==> src/rtl/alu_ctrl_issue_if.sv <==
// Bundle interface between IF, the decode/issue stage and EX.
//   in_valid/in_ready/instr/pc : fetched instruction from IF
//   out_valid/out_ready        : decoded bundle handshake toward EX
//   aluctrl, aluctrl1, asel, bsel, imm, rs1, rs2, rd, regwrite, illegal, pc_out : decoded bundle
// Handshake: a transfer happens on a rising clk edge where valid and ready
// are both 1. A valid bundle stays stable until it is taken; ready never
// depends combinationally on valid.
// Modports: master = IF/EX environment side, slave = decode/issue stage.
interface alu_ctrl_issue_if #(
  parameter int XLEN = 32
);
  logic            in_valid;
  logic            in_ready;
  logic [31:0]     instr;
  logic [XLEN-1:0] pc;
  logic            out_valid;
  logic            out_ready;
  logic [3:0]      aluctrl;
  logic [2:0]      aluctrl1;
  logic [1:0]      asel;
  logic            bsel;
  logic [XLEN-1:0] imm;
  logic [4:0]      rs1;
  logic [4:0]      rs2;
  logic [4:0]      rd;
  logic            regwrite;
  logic            illegal;
  logic [XLEN-1:0] pc_out;

  modport master (
    output in_valid, instr, pc, out_ready,
    input  in_ready, out_valid, aluctrl, aluctrl1, asel, bsel, imm,
           rs1, rs2, rd, regwrite, illegal, pc_out
  );

  modport slave (
    input  in_valid, instr, pc, out_ready,
    output in_ready, out_valid, aluctrl, aluctrl1, asel, bsel, imm,
           rs1, rs2, rd, regwrite, illegal, pc_out
  );
endinterface

==> src/rtl/alu_ctrl_issue.sv <==
// RV32I decode stage feeding the ALU, with a 2-entry skid buffer.
// Ports:
//   clk       : clock, rising edge
//   rstn      : synchronous active-low reset
//   flush     : drop all buffered entries and the input of this cycle
//   bus       : alu_ctrl_issue_if.slave (instruction in, decoded bundle out)
//   state_dbg : current skid FSM state (0 EMPTY, 1 ONE, 2 TWO)
// ALU codes: ADD 0, SUB 1, SLL 2, SLT 3, SLTU 4, XOR 5, SRL 6, SRA 7,
//            OR 8, AND 9, LUI 10, AUIPC 11.
// Branch codes: 0 none, BEQ 1, BNE 2, BLT 3, BGE 4, BLTU 5, BGEU 6.
module alu_ctrl_issue #(
  parameter int XLEN = 32
) (
  input  logic                clk,
  input  logic                rstn,
  input  logic                flush,
  alu_ctrl_issue_if.slave     bus,
  output logic [1:0]          state_dbg
);
  localparam logic [3:0] ALU_ADD = 4'd0, ALU_SUB = 4'd1, ALU_SLL = 4'd2,
    ALU_SLT = 4'd3, ALU_SLTU = 4'd4, ALU_XOR = 4'd5, ALU_SRL = 4'd6,
    ALU_SRA = 4'd7, ALU_OR = 4'd8, ALU_AND = 4'd9, ALU_LUI = 4'd10,
    ALU_AUIPC = 4'd11;

  localparam logic [6:0] OPC_OP = 7'b0110011, OPC_OPIMM = 7'b0010011,
    OPC_LUI = 7'b0110111, OPC_AUIPC = 7'b0010111, OPC_BRANCH = 7'b1100011,
    OPC_LOAD = 7'b0000011, OPC_STORE = 7'b0100011, OPC_JALR = 7'b1100111,
    OPC_JAL = 7'b1101111;
  localparam logic [6:0] F7_BASE = 7'b0000000, F7_ALT = 7'b0100000;

  typedef struct packed {
    logic [3:0]      aluctrl;
    logic [2:0]      aluctrl1;
    logic [1:0]      asel;
    logic            bsel;
    logic [XLEN-1:0] imm;
    logic [4:0]      rs1;
    logic [4:0]      rs2;
    logic [4:0]      rd;
    logic            regwrite;
    logic            illegal;
    logic [XLEN-1:0] pc;
  } bundle_t;

  typedef enum logic [1:0] {EMPTY = 2'd0, ONE = 2'd1, TWO = 2'd2} state_t;

  // funct3 -> register/immediate ALU op; alt selects SUB/SRA
  function automatic logic [3:0] rr_op(input logic [2:0] f3, input logic alt);
    case (f3)
      3'b000:  rr_op = alt ? ALU_SUB : ALU_ADD;
      3'b001:  rr_op = ALU_SLL;
      3'b010:  rr_op = ALU_SLT;
      3'b011:  rr_op = ALU_SLTU;
      3'b100:  rr_op = ALU_XOR;
      3'b101:  rr_op = alt ? ALU_SRA : ALU_SRL;
      3'b110:  rr_op = ALU_OR;
      default: rr_op = ALU_AND;
    endcase
  endfunction

  // ---------------- decode ----------------
  logic [6:0]      opcode, funct7;
  logic [2:0]      funct3;
  logic [XLEN-1:0] imm_i, imm_s, imm_b, imm_u, imm_j;
  logic            wr, bad;
  bundle_t         dec;

  assign opcode = bus.instr[6:0];
  assign funct3 = bus.instr[14:12];
  assign funct7 = bus.instr[31:25];
  assign imm_i  = XLEN'($signed(bus.instr[31:20]));
  assign imm_s  = XLEN'($signed({bus.instr[31:25], bus.instr[11:7]}));
  assign imm_b  = XLEN'($signed({bus.instr[31], bus.instr[7], bus.instr[30:25],
                                 bus.instr[11:8], 1'b0}));
  assign imm_u  = XLEN'($signed({bus.instr[31:12], 12'b0}));
  assign imm_j  = XLEN'($signed({bus.instr[31], bus.instr[19:12], bus.instr[20],
                                 bus.instr[30:21], 1'b0}));

  always_comb begin
    dec         = '0;
    wr          = 1'b0;
    bad         = 1'b0;
    dec.rs1     = bus.instr[19:15];
    dec.rs2     = bus.instr[24:20];
    dec.rd      = bus.instr[11:7];
    dec.pc      = bus.pc;
    dec.aluctrl = ALU_ADD;
    case (opcode)
      OPC_OP: begin
        wr          = 1'b1;
        dec.aluctrl = rr_op(funct3, funct7[5]);
        bad = !((funct7 == F7_BASE) ||
                (funct7 == F7_ALT && (funct3 == 3'b000 || funct3 == 3'b101)));
      end
      OPC_OPIMM: begin
        wr          = 1'b1;
        dec.bsel    = 1'b1;
        dec.imm     = imm_i;
        // funct7 only exists on shifts; elsewhere those bits are immediate
        dec.aluctrl = rr_op(funct3, funct3 == 3'b101 && funct7[5]);
        if (funct3 == 3'b001)
          bad = (funct7 != F7_BASE);
        else if (funct3 == 3'b101)
          bad = (funct7 != F7_BASE) && (funct7 != F7_ALT);
      end
      OPC_LUI: begin
        wr = 1'b1; dec.aluctrl = ALU_LUI; dec.asel = 2'd2; dec.bsel = 1'b1; dec.imm = imm_u;
      end
      OPC_AUIPC: begin
        wr = 1'b1; dec.aluctrl = ALU_AUIPC; dec.asel = 2'd1; dec.bsel = 1'b1; dec.imm = imm_u;
      end
      OPC_BRANCH: begin
        dec.aluctrl = ALU_SUB;
        dec.imm     = imm_b;
        case (funct3)
          3'b000:  dec.aluctrl1 = 3'd1;
          3'b001:  dec.aluctrl1 = 3'd2;
          3'b100:  dec.aluctrl1 = 3'd3;
          3'b101:  dec.aluctrl1 = 3'd4;
          3'b110:  dec.aluctrl1 = 3'd5;
          3'b111:  dec.aluctrl1 = 3'd6;
          default: bad = 1'b1;
        endcase
      end
      OPC_LOAD:  begin wr = 1'b1; dec.bsel = 1'b1; dec.imm = imm_i; end
      OPC_STORE: begin dec.bsel = 1'b1; dec.imm = imm_s; end
      OPC_JALR:  begin wr = 1'b1; dec.bsel = 1'b1; dec.imm = imm_i; end
      OPC_JAL:   begin wr = 1'b1; dec.asel = 2'd1; dec.bsel = 1'b1; dec.imm = imm_j; end
      default:   bad = 1'b1;
    endcase
    // An illegal word travels on as a harmless ADD with neutral operand
    // selects; register fields and pc are kept for trap reporting.
    if (bad) begin
      dec.aluctrl  = ALU_ADD;
      dec.aluctrl1 = 3'd0;
      dec.asel     = 2'd0;
      dec.bsel     = 1'b0;
      dec.imm      = '0;
      wr           = 1'b0;
    end
    dec.illegal  = bad;
    dec.regwrite = wr && (dec.rd != 5'd0);
  end

  // ---------------- skid buffer ----------------
  state_t  state_q, state_d;
  logic    in_ready_q;
  bundle_t head_q, tail_q;
  logic    push, pop;

  assign push = bus.in_valid && in_ready_q;
  assign pop  = (state_q != EMPTY) && bus.out_ready;

  always_comb begin
    state_d = state_q;
    case (state_q)
      EMPTY:   if (push) state_d = ONE;
      ONE:     if (push && !pop) state_d = TWO;
               else if (pop && !push) state_d = EMPTY;
      TWO:     if (pop) state_d = ONE;
      default: state_d = EMPTY;
    endcase
    if (flush) state_d = EMPTY;
  end

  always_ff @(posedge clk) begin
    if (!rstn) begin
      state_q    <= EMPTY;
      in_ready_q <= 1'b1;
      head_q     <= '0;
      tail_q     <= '0;
    end else begin
      state_q    <= state_d;
      // ready is a flop so EX's out_ready never reaches IF combinationally
      in_ready_q <= (state_d != TWO);
      // on flush head keeps its value: payload holds while out_valid=0
      if (!flush) begin
        case (state_q)
          EMPTY: if (push) head_q <= dec;
          ONE: begin
            if (push && pop) head_q <= dec;
            else if (push) tail_q <= dec;
          end
          TWO: if (pop) head_q <= tail_q;
          default: ;
        endcase
      end
    end
  end

  assign state_dbg     = state_q;
  assign bus.in_ready  = in_ready_q;
  assign bus.out_valid = (state_q != EMPTY);
  assign bus.aluctrl   = head_q.aluctrl;
  assign bus.aluctrl1  = head_q.aluctrl1;
  assign bus.asel      = head_q.asel;
  assign bus.bsel      = head_q.bsel;
  assign bus.imm       = head_q.imm;
  assign bus.rs1       = head_q.rs1;
  assign bus.rs2       = head_q.rs2;
  assign bus.rd        = head_q.rd;
  assign bus.regwrite  = head_q.regwrite;
  assign bus.illegal   = head_q.illegal;
  assign bus.pc_out    = head_q.pc;
endmodule

==> src/flat_wrapper.sv <==
// flat-port wrapper written by rule: the top's interface ports become plain ports
module alu_ctrl_issue_flat 
#(
  parameter int XLEN = 32
)
  (clk, rstn, flush, state_dbg, bus_in_valid, bus_instr, bus_pc, bus_out_ready, bus_in_ready, bus_out_valid, bus_aluctrl, bus_aluctrl1, bus_asel, bus_bsel, bus_imm, bus_rs1, bus_rs2, bus_rd, bus_regwrite, bus_illegal, bus_pc_out);
  alu_ctrl_issue_if #(.XLEN(XLEN)) bus_i ();
  input  logic clk;
  input  logic rstn;
  input  logic flush;
  output logic [1:0] state_dbg;
  input wire logic [$bits(bus_i.in_valid)-1:0] bus_in_valid;
  input wire logic [$bits(bus_i.instr)-1:0] bus_instr;
  input wire logic [$bits(bus_i.pc)-1:0] bus_pc;
  input wire logic [$bits(bus_i.out_ready)-1:0] bus_out_ready;
  output wire logic [$bits(bus_i.in_ready)-1:0] bus_in_ready;
  output wire logic [$bits(bus_i.out_valid)-1:0] bus_out_valid;
  output wire logic [$bits(bus_i.aluctrl)-1:0] bus_aluctrl;
  output wire logic [$bits(bus_i.aluctrl1)-1:0] bus_aluctrl1;
  output wire logic [$bits(bus_i.asel)-1:0] bus_asel;
  output wire logic [$bits(bus_i.bsel)-1:0] bus_bsel;
  output wire logic [$bits(bus_i.imm)-1:0] bus_imm;
  output wire logic [$bits(bus_i.rs1)-1:0] bus_rs1;
  output wire logic [$bits(bus_i.rs2)-1:0] bus_rs2;
  output wire logic [$bits(bus_i.rd)-1:0] bus_rd;
  output wire logic [$bits(bus_i.regwrite)-1:0] bus_regwrite;
  output wire logic [$bits(bus_i.illegal)-1:0] bus_illegal;
  output wire logic [$bits(bus_i.pc_out)-1:0] bus_pc_out;
  assign bus_i.in_valid = bus_in_valid;
  assign bus_i.instr = bus_instr;
  assign bus_i.pc = bus_pc;
  assign bus_i.out_ready = bus_out_ready;
  assign bus_in_ready = bus_i.in_ready;
  assign bus_out_valid = bus_i.out_valid;
  assign bus_aluctrl = bus_i.aluctrl;
  assign bus_aluctrl1 = bus_i.aluctrl1;
  assign bus_asel = bus_i.asel;
  assign bus_bsel = bus_i.bsel;
  assign bus_imm = bus_i.imm;
  assign bus_rs1 = bus_i.rs1;
  assign bus_rs2 = bus_i.rs2;
  assign bus_rd = bus_i.rd;
  assign bus_regwrite = bus_i.regwrite;
  assign bus_illegal = bus_i.illegal;
  assign bus_pc_out = bus_i.pc_out;
  alu_ctrl_issue #(.XLEN(XLEN)) u_core (.clk(clk), .rstn(rstn), .flush(flush), .bus(bus_i), .state_dbg(state_dbg));
endmodule
==> config.mk <==
export PLATFORM = sky130hd
export DESIGN_NAME = alu_ctrl_issue_flat
export DESIGN_NICKNAME = d
export VERILOG_FILES = /design/src/rtl/alu_ctrl_issue_if.sv /design/src/rtl/alu_ctrl_issue.sv /design/src/flat_wrapper.sv
export SDC_FILE = /design/constraint.sdc
export NUM_CORES = 1
export LEC_CHECK = 0
export ABC_AREA = 1
export BUFFER_PORTS_ARGS = -buffer_cell sky130_fd_sc_hd__buf_2
export CAP_MARGIN = 0
export CORE_MARGIN = 4
export CORE_UTILIZATION = 45
export DETAILED_ROUTE_END_ITERATION = 10
export PLACE_DENSITY = 0.67
export SYNTH_ARGS = -nofsm -noshare
export SYNTH_HDL_FRONTEND = slang
export SYNTH_SLANG_ARGS = --single-unit
==> constraint.sdc <==
create_clock -name clk -period 2.3 [get_ports clk]
set_input_delay 0.115 -clock clk [delete_from_list [all_inputs] [get_ports clk]]
set_output_delay 0.115 -clock clk [all_outputs]
set_load 0.01 [all_outputs]
**Word-level counts from Yosys, hierarchy flattened**

Index checks and enable logic that the tools add are counted.

- Register bits after elaboration: 185
- Input bits: 69
- Output and inout port bits: 95

- Eq/ne operators: 24
- Mux-type cells: 29
- Bitwise logic cells: 2
- Reduce and logical (&&, ||, !) cells: 30

Operator list:

| kind | count |
|---|---|
| $mux 91 | 3 |
| $pmux 91 s3 | 1 |
| $pmux 32 s5 | 1 |
| $pmux 4 s7 | 2 |
| $mux 42 | 1 |
| $eq 7x6->1 const B | 4 |
| $eq 7x7->1 const B | 3 |
| $pmux 4 s5 | 1 |
| $pmux 3 s6 | 1 |
| $eq 7x5->1 const B | 2 |
| $reduce_or 7->1 | 2 |
| $eq 3x3->1 const B | 4 |
| $reduce_or 6->1 | 2 |
| $mux 1 | 10 |
| $mux 2 | 5 |
| $logic_and 1x1->1 | 9 |
| $eq 7x2->1 const B | 1 |
| $logic_not 7->1 | 1 |
| $ne 7x6->1 const B | 1 |
| $reduce_bool 7->1 | 1 |
| $eq 3x2->1 const B | 2 |
| $ne 2x1->1 const B | 3 |
| $pmux 2 s3 | 1 |
| $reduce_and 5->1 | 1 |
| 18 further kinds | 23 |

**Depth between registers and ports, before layout**

Gate-level depths: netlist of the first run.

- Depth after elaboration: 10
- Gate-level depth with buffers: 12
- Depth with buffers taken out: 11

**Worst setup path after synthesis of the first run**

Ideal clock, no wire load.

- Kind: register -> register
- Start: register u_core.state_q[1], in the netlist u_core.state_dbg[1]
- End: register u_core.head_q, in the netlist u_core.bus.imm[10]
- Library setup time: 0.122 ns
- Data arrival time: 1.445 ns
- Data required time: 2.178 ns
- Slack: 0.734 ns
- Cell stages (with the launch flop): 10
- Buffers on the path: 2
- Period minus slack after synthesis: 1.566 ns
- Path through: dfxtp_1 -> nor2_1 -> o21ai_1 -> inv_1 -> nand2_2 -> inv_2 -> buf_2 -> clkbuf_1 -> o21ai_0 -> a21oi_2

- Word-level cells in the longest chain between the ends: 5

RTL lines:

| element | line | text |
|---|---|---|
| start, declared | alu_ctrl_issue.sv:146 | `state_t state_q, state_d;` |
| start signal, assigned | alu_ctrl_issue.sv:173 | `state_q <= state_d;` |
| $reduce_bool 2->1 | alu_ctrl_issue.sv:152 | `assign pop = (state_q != EMPTY) && bus.out_ready;` |
| $logic_and 1x1->1 | alu_ctrl_issue.sv:152 |  |
| $logic_and 1x1->1 | alu_ctrl_issue.sv:181 | `if (push && pop) head_q <= dec;` |
| $ne 2x1->1 (no source line) | n/a |  |
| $reduce_and 5->1 (no source line) | n/a |  |
| end signal, assigned | alu_ctrl_issue.sv:184 | `TWO: if (pop) head_q <= tail_q;` |
| end, declared | alu_ctrl_issue.sv:148 | `bundle_t head_q, tail_q;` |

Parallel ways exist; a longest one is shown, timed or not.
A chain may end at the register's enable or synchronous reset.

**Final worst setup path of the first run**

- Start: register u_core.state_q[1], in the netlist u_core.state_dbg[1]
- End: register u_core.head_q, in the netlist u_core.bus.pc_out[6]

The elaborated chain is that of the path after synthesis.

==> results of run 1 <==
worst paths after layout:
check	slack (ps)	cells past startpoint	from	to
max	350	8	u_core.state_dbg[1]	u_core.bus.pc_out[6]
min	30	3	bus_instr[24]	u_core.bus.rs2[4]
min reg2reg	480	2	u_core.tail_q[84]	u_core.tail_q[84]
max reg2reg	350	8	u_core.state_dbg[1]	u_core.bus.pc_out[6]
power groups by stage:
stage	Combinational (uW)	Sequential (uW)	Clock, uW
CTS	769	3400	3090
detailed placement	705	3470	0
floorplan	349	3510	0
global route	859	3410	3220
finish	770	3400	3040
global placement	700	3470	0
through the flow:
| step | hold WS (ps) | setup slack (ps) | total power (uW) | instance area [um^2] | util, % |
|---|---|---|---|---|---|
| floorplan | 194 | 734 | 3860 | 8270 | - |
| CTS | 10.7 | 343 | 7260 | 10300 | 57.0 |
| global placement | 356 | 431 | 4170 | 9210 | 51.1 |
| detailed placement | 363 | 416 | 4180 | 9210 | 51.1 |
| global route | 12.9 | 109 | 7490 | 10300 | 57.0 |
| finish | 34.9 | 351 | 7210 | 10300 | 57.0 |
cell usage in the layout (no fill, tap or decap), drive strengths merged:
cell | Yosys | final
nor3b | 1 | 1
dfxtp | 185 | 185
clkinv | 0 | 2
nand4 | 13 | 13
diode | 0 | 1
o21a | 1 | 1
o31ai | 2 | 2
a21oi | 131 | 131
a31oi | 47 | 47
clkbuf | 70 | 18
xor2 | 1 | 1
a21o | 1 | 1
bufinv | 0 | 2
nor3 | 5 | 5
nand2 | 220 | 220
nor2 | 124 | 124
nand3 | 60 | 60
clkinvlp | 0 | 1
buf | 25 | 181
o211ai | 3 | 3
a21boi | 5 | 5
dlygate4sd3 | 0 | 47
o21ai | 197 | 197
inv | 39 | 48
nand3b | 1 | 1
registers in the layout, summed over array words and instances, names as in the netlist:
signal               flops
u_core.bus.asel          2
u_core.bus.illegal       1
u_core.bus.regwrite      1
u_core.tail_q           91
u_core.bus.bsel          1
u_core.state_dbg         2
u_core.bus.rs2           5
u_core.bus.imm          32
u_core.bus.pc_out       32
u_core.bus.in_ready      1
u_core.bus.aluctrl       4
u_core.bus.rs1           5
u_core.bus.aluctrl1      3
u_core.bus.rd            5
worst reg2reg max path: cells and delay by family (launching register included):
| family | cells | cell delay [ps] |
|---|---|---|
| flops | 1 | 450 |
| compound gates | 3 | 510 |
| buf+inv | 3 | 700 |
| simple gates | 2 | 170 |
metal layers:
metal  track usage (%)  up-vias  share of wire [%]  wire, um
met5                 0        -                  0         0
met1              30.9     3849                 43     10400
li1                  -     4151                  -         -
met3              5.96       28                7.8      1860
met4              6.00        0                1.4       329
met2              38.5      250                 47     11300
area by class of cell:
cell class	instances	area, um^2
inverter	39	148
clock inverter	14	171
antenna	1	2.50
fill	1706	7740
timing repair buffer	228	1550
sequential	185	3700
multi-input combinational	812	3990
tap	229	287
clock buffer	18	429
cells by family after synthesis:
family,Yosys count,synth area share (%)
flops,185,44.8
xor+xnor,1,0.106
buf+inv,134,7.11
compound gates,387,25.3
simple gates,424,22.7
what timing repair did:
item                      CTS  global route
hold endpoints to repair   88             0
buffers inserted            0             0
hold buffers               47             0
gates resized for setup     0             0
==> metrics.md, run 1 <==
| Metric | Value |
|---|---|
| Post-DRT Antenna Nets | 0 |
| Syn_nets | 1200 |
| Layout Cells excl Fill | ~1500 |
| Switching Share | 26.5% |
| Pre-antenna DRT Iters | 6 |
| Cell Rows | 49 |
| WS Path Type | reg2reg |
| Async set-or-reset flop fraction in the synthesized netlist | 0% |
| Slew headroom | 61.0% |
| Cell Int Power | 5300 uW |
| Static Leak | 0.00453 uW |
| Via count | around 8300 |
| Final slew viol count | 0 |
| Synth Area per Inst | 7.32 um^2 |
| Die area | 20600 um^2 |
| Run status | completed |
| Critical path buffers and inverters | 3 |
| Number of synthesized flops with an enable pin | 0 |
| CTS tree | built |
| Avg Vias per Cell | 5.42 |
| Cells after Synth | approximately 1100 |
| Initial detailed-routing violation count | about 610 |
| Worst Setup End Kind | register |
| Skew-Pair Late Insertion Delay | 440 ps |
| RSZ-0062 raised after global routing | false |
| Startpoint Class | register |
| Crit-path slowest cell | dfxtp_1 |
| PortBufs | 163 |
| Pin count of the biggest net entering global routing | around 130 |
| Clk buf depth | 2 |
| Seq pwr share | a little under half |
| Antenna violations before repair | 1 |
| Worst Path Required | 2610 ps |
| Placed Cells | 1446 |
| I/O pin count | 164 |
| Largest cells by area after synthesis | dfxtp_1 (45%), o21ai_0 (12%), nand2_1 (9.8%), a21oi_1 (6.9%), nor2_1 (5.4%) |
| Initial Util | 45.9% |
| Area leader, netlist | dfxtp_1 |
| Die Ht | 144 um |
| Combinational Power Share | 10.7% |
| Skew final | 12.0 ps |
| Grt ovf | 0 |
| Crit path time final | 1950 ps |
| Clock power frac | 42.2% |
| Crit path DAT | 2260 ps |
| Count leader, synth | nand2_1 |
| Die Width | 144 um |
| Worst slew pin tran | 585 ps |
| Total global-route track usage | 23.4% |
| Post-synth top cells | nand2_1 (217), o21ai_0 (193), dfxtp_1 (185), nor2_1 (118), a21oi_1 (114) |
| Power density cells | 701 nW/um^2 |
| Synthesis Warnings | 0 |
| Worst Path Max Fanout | 54 |
| Fin crit share | 84.7% |
| Max cap viols | 0 |
| Routed WL | 23900 um |
| Share of Yosys cell area claimed by the top area cell type | 44.8% |
| Clk root buf | clkbuf_16 |
| Synth Cell Area | 8270 um^2 |
| Final hold violations | 0 |
| Layout Area Growth over Synthesis | 24.2% |
| Worst vdd ir | about 0.00063 V |
| DR DRC count | 0 |
| P_sw | between 1500 and 2000 uW |
| CTS Buf Count | 17 |
| CP Cell Sequence | nor2_1, o21ai_1, inv_1, nand2_2, clkinv_2, buf_12, o21ai_0, a31oi_1 |
| CTS sink count | 185 |
| Final #Nets | 1352 |
| Final setup fails | 0 |
| Synth Register Bits | 185 |
| Crit-path max cell delay | 450 ps |
| Timing-limited maximum frequency | 513 MHz |
| First-pass GRT wire length | between 30000 and 40000 um |
| WL/cell | 15.7 um |
| Commonest register cell after synthesis | dfxtp_1 |
| Reg clk slew, reported paths | around 70 ps |
| Family with the most delay on the worst path | buffers and inverters |
| CORE AREA | 18000 um^2 |
| Sequential-to-total area share from yosys stat | 44.8% |
| CTS HTree Levels | 4 |
| Placed wire-length estimate | 15100 um |
| Vias in the first global route | 7829 |
| Cell variety after synth | 33 |
| Ratio of cells with drive above 1 in the final layout | 21.0% |
| Hold Crit Class | in2reg |
| Setup TNS | 0 ps |
| RD Place Congestion | 0.898 |
Power figures use the tool's default switching activity.
==> inputs of run 2 (changes only) <==
--- a/config.mk
+++ b/config.mk
@@ -11,7 +11,7 @@
 export CORE_MARGIN = 4
 export CORE_UTILIZATION = 45
 export DETAILED_ROUTE_END_ITERATION = 10
-export PLACE_DENSITY = 0.67
+export PLACE_DENSITY = 0.7
 export SYNTH_ARGS = -nofsm -noshare
 export SYNTH_HDL_FRONTEND = slang
 export SYNTH_SLANG_ARGS = --single-unit
==> constraint.sdc (replaced) <==
create_clock -name clk -period 1.6 [get_ports clk]
set_input_delay 0.08 -clock clk [delete_from_list [all_inputs] [get_ports clk]]
set_output_delay 0.08 -clock clk [all_outputs]
set_load 0.01 [all_outputs]
==> run 2 against run 1 <==
Final cell count grew 2.2%. Non-clock buffer count increased by 35. Via count increased by 4.7%. First-iteration DRC count is 36% higher. Core utilization grew 2.0 points. Global-route usage grew 1.7 points. Clock skew fell by 2.9 ps. Die area did not move. Combinational power grew 53%. Sequential power increased by 44%.
==> metrics.md, run 2 (synthesis gave the netlist of run 1 again) <==
| Metric | Value |
|---|---|
| Clk root buf | clkbuf_16 |
| Worst slew pin tran | 481 ps (-104 ps) |
| Hold Crit Class | in2reg |
| Antenna violations before repair | 0 (-1) |
| RD Place Congestion | 0.927 (+3.1%) |
| Pin count of the biggest net entering global routing | 73 (-45%) |
| Fin crit share | 94.4% (+9.7 points) |
| Die Ht | 144 um (unchanged) |
| Final hold violations | 0 (unchanged) |
| Layout Cells excl Fill | 1560 (+2.2%) |
| PortBufs | 163 (unchanged) |
| Hold Startpoint | rstn |
| Skew final | 9.05 ps (-2.90 ps) |
| P_sw | 2880 uW (+50%) |
| Reg clk slew, reported paths | 70 ps (about the same) |
| Final slew viol count | 0 (unchanged) |
| CTS Buf Count | 17 (unchanged) |
| Total global-route track usage | 25.1% (+1.7 points) |
| Skew-Pair Late Insertion Delay | 450 ps (about the same) |
| Final #Nets | 1387 (+2.6%) |
| Clock power frac | 41.6% (-0.6 points) |
| Via count | 8669 (+4.7%) |
| Max FFs per register | 91 (unchanged) |
| Avg Vias per Cell | 5.56 (+2.4%) |
| Die area | 20600 um^2 (unchanged) |
| Switching Share | 27.7% (+1.2 points) |
| Worst Path Required | 1980 ps (-630 ps) |
| CTS tree | built |
| Grt ovf | 0 (unchanged) |
| Layout Area Growth over Synthesis | 28.7% |
| Timing-limited maximum frequency | 662 MHz (+29%) |
| Wire length on met3 | 2120 um (+14%) |
| WL/cell | 16.7 um (+6.8%) |
| Post-DRT Antenna Nets | 0 (unchanged) |
| Die Width | 144 um (unchanged) |
| Diode count | 0 (-1) |
| Met1 wire length | 10900 um (+5.0%) |
| Ratio of cells with drive above 1 in the final layout | 23.6% (+2.6 points) |
| Routed WL | 26100 um (+9.2%) |
| Startpoint Class | register |
| CTS sink count | 185 (unchanged) |
| Setup ws final | 89.5 ps (-261 ps) |
| Placed Cells | 1476 (+2.1%) |
| CTS HTree Levels | 4 (unchanged) |
| Cell Int Power | 7510 uW (+42%) |
| CORE AREA | 18000 um^2 (unchanged) |
| DR DRC count | 0 (unchanged) |
| Placed wire-length estimate | 16600 um (+9.6%) |
| Combinational Power Share | 11.3% (+0.6 points) |
| Met2 WL | 12400 um (+9.0%) |
| Initial detailed-routing violation count | 831 (+36%) |
| RR Startpoint | u_core.state_dbg[0] |
| Cell Rows | 49 (unchanged) |
| Final setup fails | 0 (unchanged) |
| Commonest non-fill, non-tap cell in the layout | nand2_1 |
| Pre-CTS setup slack | -91.5 ps (-508 ps) |
| Static Leak | 0.00472 uW (+4.3%) |
| Storage cell area | 3710 um^2 (about the same) |
| Initial Util | 45.9% (unchanged) |
| Clk buf depth | 2 (unchanged) |
| Max cap viols | 0 (unchanged) |
| Fillers | 1674 (-1.9%) |
| WS Path Type | reg2reg |
| Crit path DAT | 1890 ps (-370 ps) |
| Crit path time final | 1510 ps (-439 ps) |
| Layout Utilization | 59.1% (+2.0 points) |
| Uppermost routed layer | met4 |
| CP startpoint | u_core.state_dbg[0] |
| Largest reg by FF count | u_core.tail_q |
| Worst Path Max Fanout | 28 (-48%) |
| First-pass GRT wire length | 41700 um (+7.2%) |
| Worst Setup End Kind | register |
| Vias in the first global route | 8264 (+5.6%) |
| Slew headroom | 67.9% (+6.9 points) |
| Area of the multi-input gates | 4010 um^2 (+0.41%) |
| Worst vdd ir | 0.000908 V (+44%) |
| RSZ-0062 raised after global routing | false |
| I/O pin count | 164 (unchanged) |
| Pre-antenna DRT Iters | 6 (unchanged) |
| Seq pwr share | 47.1% (about the same) |
| Run status | completed |
| Commonest non-fill, non-tap cells in the layout | nand2_1 (215), o21ai_0 (184), dfxtp_1 (183) |
| Power density cells | 975 nW/um^2 (+39%) |
| Hold slack | 52.1 ps (+17.2 ps) |
[run 2: cell types whose count changed in the layout (fill, tap and decap cells not counted), sizes merged]
cell         delta
buf            +31
bufinv          -1
clkbuf          +1
clkinv          +5
clkinvlp        +1
diode           -1
dlygate4sd3     +2
inv             -4
[run 2: stage by stage]
| step | TNS, ps | cell area (um^2) | power [uW] |
|---|---|---|---|
| floorplan | 0 | 8270 | 5550 |
| global placement | -237 | 9420 | 6020 |
| detailed placement | -1330 | 9420 | 6040 |
| CTS | -118 | 10500 | 10400 |
| global route | 0 | 10600 | 10800 |
| finish | 0 | 10600 | 10400 |
[run 2: path summary, 6_finish.rpt]
path | cells past startpoint | end | slack [ps]
worst max-delay path | 8 | u_core.tail_q[29] | 90
worst min-delay path | 3 | u_core.tail_q[13] | 50
worst max register to register | 8 | u_core.tail_q[29] | 90
worst min register to register | 2 | u_core.bus.aluctrl1[0] | 470
[run 2: layout make-up]
type                       count  share of cell area (%)
multi-input combinational    812                    37.6
sequential                   185                    34.8
timing repair buffer         263                    17.8
clock buffer                  17                    3.99
tap                          229                    2.69
clock inverter                15                    1.72
inverter                      39                    1.40
[run 2: repair_timing]
item,CTS,global route
cloned,0,2
gates resized for setup,1,26
hold buffers,49,0
endpoints found under the hold margin,97,0
pin swaps,0,1
endpoints found under the setup margin,8,170
buffers inserted,0,1
[run 2: power by group through the flow]
stage	combinational [uW]	sequential (uW)	clock (uW)
5_1_grt	1300	4910	4580
2_1_floorplan	502	5050	0
3_3_place_gp	1030	4990	0
6_report	1180	4890	4320
4_1_cts	1140	4890	4370
3_5_place_dp	1050	4990	0
[run 2: per-layer routing]
metal | vias up | track usage [%]
met5 | - | 0
li1 | 4211 | -
met1 | 4085 | 31.9
met2 | 326 | 41.2
met4 | 0 | 9.17
met3 | 47 | 6.49
[run 2: worst max-delay path, stage by stage, from the launching register on]
cell	delay (ps)
dfxtp_2	350
inv_1	60
nor2_2	90
nand2_2	80
nor3_4	200
buf_12	170
buf_6	220
o21ai_0	140
nor2_1	130
